[config.mk]
export PLATFORM = sky130hd
export DESIGN_NAME = decoder_scan_seq_flat
export DESIGN_NICKNAME = d
export VERILOG_FILES = /design/src/rtl/decoder_scan_seq_if.sv /design/src/rtl/decoder_scan_seq.sv /design/src/flat_wrapper.sv
export SDC_FILE = /design/constraint.sdc
export NUM_CORES = 1
export LEC_CHECK = 0
export ABC_AREA = 1
export CAP_MARGIN = 40
export CORE_MARGIN = 2
export CORE_UTILIZATION = 43
export DETAILED_ROUTE_END_ITERATION = 7
export DONT_BUFFER_PORTS = 1
export GPL_TIMING_DRIVEN = 0
export SYNTH_ARGS = -nofsm -noshare
export SYNTH_HDL_FRONTEND = slang
export SYNTH_SLANG_ARGS = --single-unit
[constraint.sdc]
create_clock -name clk -period 2.4 [get_ports clk]
set_input_delay 0.36 -clock clk [delete_from_list [all_inputs] [get_ports clk]]
set_output_delay 0.36 -clock clk [all_outputs]
set_load 0.02 [all_outputs]
[src/rtl/decoder_scan_seq_if.sv]
// Control/status bundle between a scan controller and decoder_scan_seq.
// The master drives the commands; the slave (the sequencer) drives the decoder selects and status.
interface decoder_scan_seq_if;
  logic       start;
  logic       stop;
  logic       cont;
  logic [3:0] req;
  logic       a;
  logic       b;
  logic       e;
  logic       busy;
  logic       done;

  modport master (
    output start, stop, cont, req,
    input  a, b, e, busy, done
  );

  modport slave (
    input  start, stop, cont, req,
    output a, b, e, busy, done
  );
endinterface

[src/rtl/decoder_scan_seq.sv]
// Registered break-before-make scan sequencer driving a 2-to-4 enable decoder.
// Define SCAN_SKIP_IDLE_EN to skip the dwell of channels whose req bit is low.
module decoder_scan_seq #(
  parameter int unsigned DWELL_W      = 4,
  parameter int unsigned DWELL_CYCLES = 4
) (
  input logic                clk,
  input logic                rst,
  decoder_scan_seq_if.slave  bus
);

  localparam logic [1:0] StIdle   = 2'd0;
  localparam logic [1:0] StSelect = 2'd1;
  localparam logic [1:0] StDwell  = 2'd2;

  // A dwell of 0 behaves as 1; the counter runs from load value down to 0 inclusive.
  localparam int unsigned         DwellEff = (DWELL_CYCLES == 0) ? 1 : DWELL_CYCLES;
  localparam logic [DWELL_W-1:0] CntLoad  = DWELL_W'(DwellEff - 1);

  logic [1:0]         state_q, state_d;
  logic [1:0]         ptr_q, ptr_d;
  logic [DWELL_W-1:0] cnt_q, cnt_d;
  logic               a_q, a_d;
  logic               b_q, b_d;
  logic               e_q, e_d;
  logic               busy_q, busy_d;
  logic               done_q, done_d;
  logic               pass_end;
  logic               abort;

`ifndef SCAN_SKIP_IDLE_EN
  logic unused_req;
  assign unused_req = ^bus.req;
`endif

  always_comb begin
    state_d  = state_q;
    ptr_d    = ptr_q;
    cnt_d    = cnt_q;
    done_d   = 1'b0;
    pass_end = 1'b0;
    abort    = 1'b0;

    unique case (state_q)
      StIdle: begin
        if (bus.start && !bus.stop) begin
          state_d = StSelect;
          ptr_d   = 2'd0;
        end
      end
      StSelect: begin
        if (bus.stop) begin
          abort = 1'b1;
`ifdef SCAN_SKIP_IDLE_EN
        end else if (!bus.req[ptr_q]) begin
          if (ptr_q != 2'd3) begin
            ptr_d = ptr_q + 2'd1;
          end else begin
            pass_end = 1'b1;
          end
`endif
        end else begin
          state_d = StDwell;
          cnt_d   = CntLoad;
        end
      end
      StDwell: begin
        if (bus.stop) begin
          abort = 1'b1;
        end else if (cnt_q != '0) begin
          cnt_d = cnt_q - DWELL_W'(1);
        end else if (ptr_q != 2'd3) begin
          ptr_d   = ptr_q + 2'd1;
          state_d = StSelect;
        end else begin
          pass_end = 1'b1;
        end
      end
      default: begin
        abort = 1'b1;
      end
    endcase

    if (abort) begin
      state_d = StIdle;
      ptr_d   = 2'd0;
    end

    if (pass_end) begin
      done_d  = 1'b1;
      ptr_d   = 2'd0;
      state_d = bus.cont ? StSelect : StIdle;
    end

    // Outputs are registered from the next state so they line up with the state they describe.
    a_d    = (state_d != StIdle) ? ptr_d[1] : 1'b0;
    b_d    = (state_d != StIdle) ? ptr_d[0] : 1'b0;
    e_d    = (state_d == StDwell);
    busy_d = (state_d != StIdle);
  end

  always_ff @(posedge clk or posedge rst) begin
    if (rst) begin
      state_q <= StIdle;
      ptr_q   <= 2'd0;
      cnt_q   <= '0;
      a_q     <= 1'b0;
      b_q     <= 1'b0;
      e_q     <= 1'b0;
      busy_q  <= 1'b0;
      done_q  <= 1'b0;
    end else begin
      state_q <= state_d;
      ptr_q   <= ptr_d;
      cnt_q   <= cnt_d;
      a_q     <= a_d;
      b_q     <= b_d;
      e_q     <= e_d;
      busy_q  <= busy_d;
      done_q  <= done_d;
    end
  end

  assign bus.a    = a_q;
  assign bus.b    = b_q;
  assign bus.e    = e_q;
  assign bus.busy = busy_q;
  assign bus.done = done_q;

endmodule

[src/flat_wrapper.sv]
// flat-port wrapper written by rule: the top's interface ports become plain ports
module decoder_scan_seq_flat 
#(
  parameter int unsigned DWELL_W      = 4,
  parameter int unsigned DWELL_CYCLES = 4
)
  (clk, rst, bus_start, bus_stop, bus_cont, bus_req, bus_a, bus_b, bus_e, bus_busy, bus_done);
  decoder_scan_seq_if bus_i ();
  input logic clk;
  input logic rst;
  input wire logic [$bits(bus_i.start)-1:0] bus_start;
  input wire logic [$bits(bus_i.stop)-1:0] bus_stop;
  input wire logic [$bits(bus_i.cont)-1:0] bus_cont;
  input wire logic [$bits(bus_i.req)-1:0] bus_req;
  output wire logic [$bits(bus_i.a)-1:0] bus_a;
  output wire logic [$bits(bus_i.b)-1:0] bus_b;
  output wire logic [$bits(bus_i.e)-1:0] bus_e;
  output wire logic [$bits(bus_i.busy)-1:0] bus_busy;
  output wire logic [$bits(bus_i.done)-1:0] bus_done;
  assign bus_i.start = bus_start;
  assign bus_i.stop = bus_stop;
  assign bus_i.cont = bus_cont;
  assign bus_i.req = bus_req;
  assign bus_a = bus_i.a;
  assign bus_b = bus_i.b;
  assign bus_e = bus_i.e;
  assign bus_busy = bus_i.busy;
  assign bus_done = bus_i.done;
  decoder_scan_seq #(.DWELL_W(DWELL_W), .DWELL_CYCLES(DWELL_CYCLES)) u_core (.clk(clk), .rst(rst), .bus(bus_i));
endmodule
==> impl_metrics.csv <==
group,metric,value,unit
outcome,status,"finished clean",
layout,fin_area,792.0,µm²
die,initial_utilization,0.4711,
critical_path,startpoint_type,"register",
clock_tree,htreeDepth,1,
placement,numPlacedInstances,107,
layout,instances_no_fill,112,
layout,seqCellArea,325.3,µm²
logic_synthesis,synth.most_common_cell,"nand2_1",
timing,max_freq,0.5720,GHz
timing,finalSetupViolations,0,
placement,dp_hpwl,982.7,µm
global_route,antenna_found_initial,0,
logic_synthesis,seq_area_frac_synth,0.4429,
logic_synthesis,synth_fp_nets,105,
global_route,grt_first_pass_wirelength,2159,µm
logic_synthesis,synth-edff-count,0,
min_path,hold_class,"in2reg",
timing,finClkSkew,0.0004496,ns
timing,rsz0062_at_grt,"false",
die,die_h,45.33,µm
logic_synthesis,synth_seq_cells,13,
logic_synthesis,synth_fa_ha_area_frac,0.08518,
timing,min_period,1.748,ns
routing,antenna_left,0,
routing,wirelength,1292,µm
timing,worstMarginPinSlew,0.4714,ns
placement,place.gp.congestion,0.8452,
logic_synthesis,ys_types,21,
logic_synthesis,synth_common_cells,"nand2_1 (18), inv_1 (16), dfrtp_1 (13)",
global_route,grt_pass1_vias,535,
clock_tree,cts_made_buffers,3,
layout,n_fill_cell,150,
critical_path,crit_path_end_kind,"register",
clock_tree,cts-root-buf,"clkbuf_4",
logic_synthesis,synth.area.top_cells,"dfrtp_1 (44%), nand2_1 (9.2%), ha_1 (8.5%)",
routing,via_count,576,
logic_synthesis,synth_top_area_cell,"dfrtp_1",
layout,multi_input_area,341.6,µm²
logic_synthesis,ys_warn_count,0,
routing,drc,0,
timing,tns,0,ns
placement,post_dp_cell_area,754.5,µm²
power_and_ir_drop,p_leak,0.4415,nW
die,dieArea,0.002055,mm²
logic_synthesis,synth_top_family_by_area,"simple AND/OR/NAND/NOR gates",
power_and_ir_drop,power.density,994.1,mW/mm²
placement,portBuffers,0,
logic_synthesis,synthArstFlopShare,1.000,
critical_path,crit_type,"reg2reg",
global_route,grt_max_degree,14,
clock_tree,path_clk_slew,0.08,ns
routing,wl_per_cell,11.54,µm
logic_synthesis,synth_top_area_frac,0.4429,
die,core_area,0.001559,mm²
layout,antennaDiodeCount,0,
die,fp.dieW,45.33,µm
clock_tree,post_cts_buffers,0,
logic_synthesis,synth_mux_area_frac,0,
logic_synthesis,avgSynthCellArea,8.071,µm²
power_and_ir_drop,irDropWorstVdd,0.4627,mV
global_route,grt_util_all_layers,0.1521,
timing,hold_violations,0,
die,rows,14,
logic_synthesis,synth_xor_area_frac,0.02385,
die,ioPinCount,14,
timing,slew_headroom,0.6854,
critical_path,crit_fanout,8,
layout,fin_nets,111,
critical_path,crit_required,2.58,ns
layout,areaGrowthSynthToFinish,7.837,%
layout,final_util,0.5080,
job,max_cap_violations,0,
clock_tree,clk_latency,0.28,ns
routing,first_pass_iters,4,
logic_synthesis,synth-compound-area-share,0.1141,
logic_synthesis,ys.flop_type,"dfrtp_1",
clock_tree,clock_sinks,13,
logic_synthesis,synth_area,734.5,µm²
timing,hold_ws,0.2676,ns
timing,period_share,0.7284,
critical_path,critical_path_arrival,1.93,ns
logic_synthesis,synthSimpleGateAreaFrac,0.2419,
clock_tree,cts_tree,"yes",
routing,via_per_inst,5.143,
global_route,gr-total-overflow,0,
timing,maxSlewViolCount,0,
routing,drtIter0Drc,10,
clock_tree,clockBufferDepth,2,
logic_synthesis,netlist_instances,91,
layout,layout-drive-gt1-share,0.1250,
==> worst paths after layout <==
kind / startpoint / to / slack [ns] / cells past startpoint
max in group asynchronous: rst / u_core.state_q[0] / 1.54 / 2
worst max register to register: u_core.state_q[0] / u_core.bus.a / 0.65 / 11
worst min register to register: u_core.cnt_q[1] / u_core.cnt_q[1] / 0.56 / 2
min in group asynchronous: rst / u_core.ptr_q[1] / 0.54 / 2
worst min-delay path: bus_cont / u_core.state_q[0] / 0.27 / 2
worst max-delay path: u_core.state_q[0] / u_core.bus.a / 0.65 / 11
==> power by group <==
| part | internal, W | switching, W |
|---|---|---|
| clock | 0.0000619 | 0.0000735 |
| sequential | 0.000263 | 0.0000426 |
| combinational | 0.000119 | 0.000227 |
==> routing by layer <==
metal | share of wire | vias up | routed length [µm] | GRT usage
li1 | - | 294 | - | -
met1 | 0.45 | 263 | 586 | 0.1734
met2 | 0.49 | 17 | 627 | 0.2400
met3 | 0.052 | 2 | 67 | 0.07200
met4 | 0.0077 | 0 | 10 | 0.07059
met5 | 0 | - | 0 | 0
==> registers in the layout, indices dropped and copies added, names as in the netlist <==
register	count
u_core.cnt_q	4
u_core.ptr_q	2
u_core.state_q	2
u_core.bus.a	1
u_core.bus.b	1
u_core.bus.busy	1
u_core.bus.done	1
u_core.bus.e	1
==> cell usage in the layout, fill, tap and decap left out, types with 2 or more instances in the layout <==
| master | netlist | routed |
|---|---|---|
| nor2_1 | 7 | 7 |
| inv_1 | 16 | 16 |
| clkbuf_4 | 0 | 3 |
| nand2_1 | 18 | 18 |
| a21oi_1 | 3 | 3 |
| dfrtp_1 | 13 | 13 |
| inv_2 | 2 | 2 |
| o21ai_0 | 7 | 7 |
| nand3_1 | 5 | 5 |
| a31oi_1 | 2 | 2 |
| xor2_1 | 2 | 2 |
| nand2_2 | 2 | 2 |
| ha_1 | 5 | 5 |
==> metrics by stage <==
stage / worst slack [ns] / power [W]
2_1_floorplan: 0.9025 / 0.0005851
3_3_place_gp: 0.6768 / 0.0006502
3_5_place_dp: 0.6589 / 0.0006550
4_1_cts: 0.6364 / 0.0007949
5_1_grt: 0.4458 / 0.0008655
6_report: 0.6517 / 0.0007874
==> repair_timing <==
item,4_1_cts,5_1_grt
hold endpoints to repair,13,0
resized for setup,0,0
hold buffers,1,0
==> layout make-up <==
| type | count | area share |
|---|---|---|
| Timing Repair Buffer | 1 | 0.01264 |
| Multi-Input combinational cell | 60 | 0.4313 |
| Clock inverter | 1 | 0.006319 |
| Tap cell | 16 | 0.02528 |
| Sequential cell | 13 | 0.4107 |
| Inverter | 18 | 0.08531 |
| Clock buffer | 3 | 0.02844 |
==> critical path, cell delays in order (launching register included) <==
cell and delay (ns):
dfrtp_1 0.41, inv_1 0.09, ha_1 0.34, inv_2 0.12
nor2_4 0.10, nand3b_1 0.13, nand2_2 0.12, inv_1 0.06
nand2_1 0.09, nand3_2 0.09, nand2_1 0.07, inv_1 0.03
==> cells by family after synthesis <==
family,count (synthesis)
AND/OR/NAND/NOR,38
flip-flops,13
AO/OA/AOI/OAI,15
adder cells (fa/ha/maj),5
XOR/XNOR,2
buffers and inverters,18
(Power assumes the default switching activity.)
